<file path="config.mk">
export PLATFORM = sky130hd
export DESIGN_NAME = piso_serializer
export DESIGN_NICKNAME = d
export VERILOG_FILES = /design/src/rtl/piso_serializer.sv
export SDC_FILE = /design/constraint.sdc
export NUM_CORES = 1
export LEC_CHECK = 0
export ABC_CLOCK_PERIOD_IN_PS = 1450
export BUFFER_PORTS_ARGS = -buffer_cell sky130_fd_sc_hd__buf_2
export CAP_MARGIN = 20
export CORE_UTILIZATION = 50
export DETAILED_ROUTE_END_ITERATION = 12
export HOLD_SLACK_MARGIN = 0.1
export PLACE_DENSITY = 0.82
export RECOVER_POWER = 50
export SETUP_SLACK_MARGIN = 0.5
export SYNTH_ARGS = -nofsm -noshare
export SYNTH_HDL_FRONTEND = slang
export SYNTH_SLANG_ARGS = --single-unit
</file>
<file path="constraint.sdc">
create_clock -name clk -period 1.45 [get_ports clk]
set_input_delay 0.145 -clock clk [delete_from_list [all_inputs] [get_ports clk]]
set_output_delay 0.145 -clock clk [all_outputs]
set_load 0.02 [all_outputs]
</file>
<file path="src/rtl/piso_serializer.sv">
// Parallel-in, serial-out shifter with a valid/ready word input and a framed bit stream output.
// The stream is zero-filled between words, so a downstream detector never sees stray 1s.
module piso_serializer #(
    parameter int WIDTH     = 8,
    parameter bit MSB_FIRST = 1'b1
) (
    input  logic             clk,
    input  logic             rst,
    input  logic [WIDTH-1:0] din,
    input  logic             din_valid,
    output logic             din_ready,
    output logic             sout,
    output logic             sout_valid,
    output logic             sout_last,
    output logic             busy
);

    localparam int CW = $clog2(WIDTH) + 1;

    typedef enum logic {
        IDLE,
        SHIFT
    } state_t;

    state_t           state;
    state_t           state_next;
    logic [WIDTH-1:0] shreg;
    logic [CW-1:0]    cnt;
    logic             last_bit;
    logic             accept;

    assign last_bit = (state == SHIFT) && (cnt == CW'(WIDTH - 1));
    assign accept   = din_valid && din_ready;

    always_ff @(posedge clk) begin
        if (rst) begin
            state <= IDLE;
        end else begin
            state <= state_next;
        end
    end

    always_comb begin
        state_next = state;
        unique case (state)
            IDLE:  if (accept) state_next = SHIFT;
            SHIFT: if (last_bit && !accept) state_next = IDLE;
        endcase
    end

    // Outputs decode only registered state, never din or din_valid.
    always_comb begin
        din_ready  = (state == IDLE) || last_bit;
        sout_valid = (state == SHIFT);
        busy       = (state == SHIFT);
        sout_last  = last_bit;
        sout       = 1'b0;
        if (state == SHIFT) begin
            sout = MSB_FIRST ? shreg[WIDTH-1] : shreg[0];
        end
    end

    always_ff @(posedge clk) begin
        if (rst) begin
            shreg <= '0;
            cnt   <= '0;
        end else if (accept) begin
            shreg <= din;
            cnt   <= '0;
        end else if (state == SHIFT) begin
            if (last_bit) begin
                shreg <= '0;
                cnt   <= '0;
            end else begin
                if (MSB_FIRST) begin
                    shreg <= {shreg[WIDTH-2:0], 1'b0};
                end else begin
                    shreg <= {1'b0, shreg[WIDTH-1:1]};
                end
                cnt <= cnt + CW'(1);
            end
        end
    end

endmodule
</file>
==> results.sh <==
export IMPL_status="finished, final reports clean"
export IMPL_ir_drop_mv=0.762
export IMPL_finalWeightedCongestion=0.747
export IMPL_first_pass_iters=4
export IMPL_max_clock_freq_mhz=752
export IMPL_drive_above_1_share_pct=51.5
export IMPL_cts_tree="yes"
export IMPL_cts_root_buf="clkbuf_4"
export IMPL_synth_nets=86
export IMPL_crit_path_start_kind="flip-flop"
export IMPL_crit_slowest_cell="dfxtp_4"
export IMPL_drc_errors=0
export IMPL_startpoint="cnt[0]"
export IMPL_syn_area_sq_um=689
export IMPL_grt_pass1_vias=627
export IMPL_power_leakage_nw=0.421
export IMPL_clk_pin_slew_ns=0.08
export IMPL_grt_max_degree=14
export IMPL_dpl_hpwl_microns=939
export IMPL_clk_path_buf_depth=2
export IMPL_area_delta_synth_final_pct=44.5
export IMPL_start_util_pct=53.7
export IMPL_die_h_microns=39.1
export IMPL_crit_fanout=4
export IMPL_r2r_start="cnt[0]"
export IMPL_mostFrequentLayoutCell="buf_2"
export IMPL_grt_overflow=0
export IMPL_coreArea_sq_um=1280
export IMPL_synth_cells=74
export IMPL_ys_warn_count=0
export IMPL_wl_per_cell_microns=17.6
export IMPL_maxCapViolCount=0
export IMPL_fin_skew_ns=0.00280
export IMPL_rsz0062_at_grt="yes"
export IMPL_clk_latency_ns=0.28
export IMPL_p_total_uw=810
export IMPL_hp_class="primary input to flip-flop"
export IMPL_vias=727
export IMPL_maxSlewViolCount=0
export IMPL_num_io_pins=16
export IMPL_die_w_microns=39.1
export IMPL_port_buffers=15
export IMPL_grt_pass1_wl_mm=3.02
export IMPL_p_per_area_nw_per_um2=813
export IMPL_ys_ff_latch=13
export IMPL_cts_made_buffers=3
export IMPL_ant_nets=0
export IMPL_period_minus_slack_ns=1.33
export IMPL_hold_violations=0
export IMPL_crit_required_ns=1.31
export IMPL_drt_iter0_markers=33
export IMPL_finalCritPeriodShare_pct=91.8
export IMPL_die_area_sq_um=1530
export IMPL_slew_headroom_pct=78.9
export IMPL_syn_avg_cell_area_sq_um=9.32
export IMPL_endpoint_kind="primary output"
export IMPL_antennaDiodeCount=0
export IMPL_tns_ns=0
export IMPL_rows=13
export IMPL_worstPathArrival_ns=1.19
export IMPL_grtUsageTotal_pct=30.4
export IMPL_hp_start="din[2]"
export IMPL_path_class="flip-flop to primary output"
export IMPL_setup_violations=0
export IMPL_cpPeakStageDelay_ns=0.37
export IMPL_layout_nets=110
export IMPL_clock_sinks=13
export IMPL_vias_per_cell=6.49
export IMPL_htreeDepth=1
export IMPL_wl_mm=1.98
export IMPL_synthDistinctLibCells=30
export IMPL_grt_antenna_before_repair=0
export IMPL_worstPathCellList="ha_4 -> and4b_2 -> buf_6"
export IMPL_final_cell_mix="10 x buf_2, 9 x dfxtp_1, 8 x o211ai_1, 8 x buf_6, 7 x nor2_1"
export IMPL_worst_pin_slew_ns=0.317
export IMPL_seq_area_frac_synth_pct=37.7
cell families (layout without fill, tap and decap cells):
group	count (synthesis)	count (layout)	share of synthesized area (%)
simple gates	21	21	17.1
flops	13	13	37.7
mux	1	1	1.45
xor+xnor	1	1	1.27
compound gates	28	28	30.9
fa+ha+maj	1	1	1.81
buf+inv	9	32	9.80
where the power goes:
part | switching [mW] | internal (mW)
Clock | 0.124 | 0.107
Sequential | 0.0190 | 0.376
Combinational | 0.0941 | 0.0900
registers in the layout, summed over array words and instances, names as in the netlist:
| name | count |
|---|---|
| cnt | 4 |
| busy | 1 |
| shreg | 8 |
cell type report:
class | instances | area, sq um
clock buffers | 4 | 26.3
fillers | 71 | 289
inverters | 2 | 8.76
multi-input cells | 52 | 432
flip-flops and latches | 13 | 273
well taps | 15 | 18.8
repair buffers | 26 | 238
final timing paths:
kind / to / slack, ns / cells past startpoint
max: sout_last / 0.12 / 3
min: shreg[2] / 0.15 / 3
max reg2reg: cnt[2] / 0.14 / 7
min reg2reg: shreg[1] / 0.51 / 2
critical path, delay by kind of cell, from the launching register on:
kind | cells | cell delay [ns]
flops | 1 | 0.37
fa+ha+maj | 1 | 0.18
buf+inv | 1 | 0.13
simple gates | 1 | 0.22
synthesized netlist by cell type (all sizes together):
cell type / instances / area [sq um]
inv: 1 / 3.75
nor3b: 1 / 7.51
o211ai: 8 / 60.1
a32oi: 1 / 8.76
nor3: 1 / 5.00
clkbuf: 1 / 3.75
a211oi: 7 / 72.6
a31oi: 6 / 37.5
nand3b: 1 / 11.3
or3: 1 / 6.26
nand3: 1 / 5.00
nand2: 3 / 11.3
a221oi: 1 / 8.76
dfxtp: 13 / 260
and3b: 1 / 8.76
a21oi: 5 / 25.0
ha: 1 / 12.5
xor2: 1 / 8.76
and4b: 1 / 11.3
nor2: 8 / 32.5
mux2i: 1 / 10.0
and2: 1 / 6.26
nand4: 1 / 6.26
buf: 6 / 56.3
or2: 1 / 6.26
clkinv: 1 / 3.75
layer usage:
metal  GRT usage (%)  wire length [microns]  vias to the layer above
met5               0                      0                        -
met4            14.7                     74                        0
met3            5.78                    137                       11
met2            48.8                    942                       46
met1            38.5                    822                      342
li1                -                      -                      328
repair_timing:
| item | CTS | global route |
|---|---|---|
| endpoints found under the setup margin | 18 | 18 |
| pin swaps | 6 | 5 |
| gates resized for setup | 26 | 4 |
| setup buffers | 9 | 1 |
| hold buffers | 0 | 0 |
| gates cloned | 1 | 0 |
stage by stage:
| step | hold WS, ns | cell area, sq um | cells | utilization, % | setup slack (ns) |
|---|---|---|---|---|---|
| 2_1_floorplan | 0.223 | 717 | 74 | - | 0.274 |
| 3_3_place_gp | 0.442 | 751 | 97 | 58.4 | 0.205 |
| 3_5_place_dp | 0.445 | 751 | 97 | 58.4 | 0.164 |
| 4_1_cts | 0.147 | 977 | 111 | 76.0 | 0.139 |
| 5_1_grt | 0.174 | 996 | 112 | 77.5 | 0.102 |
| 6_report | 0.151 | 996 | 112 | 77.5 | 0.119 |
Power figures use the tool's default switching activity.
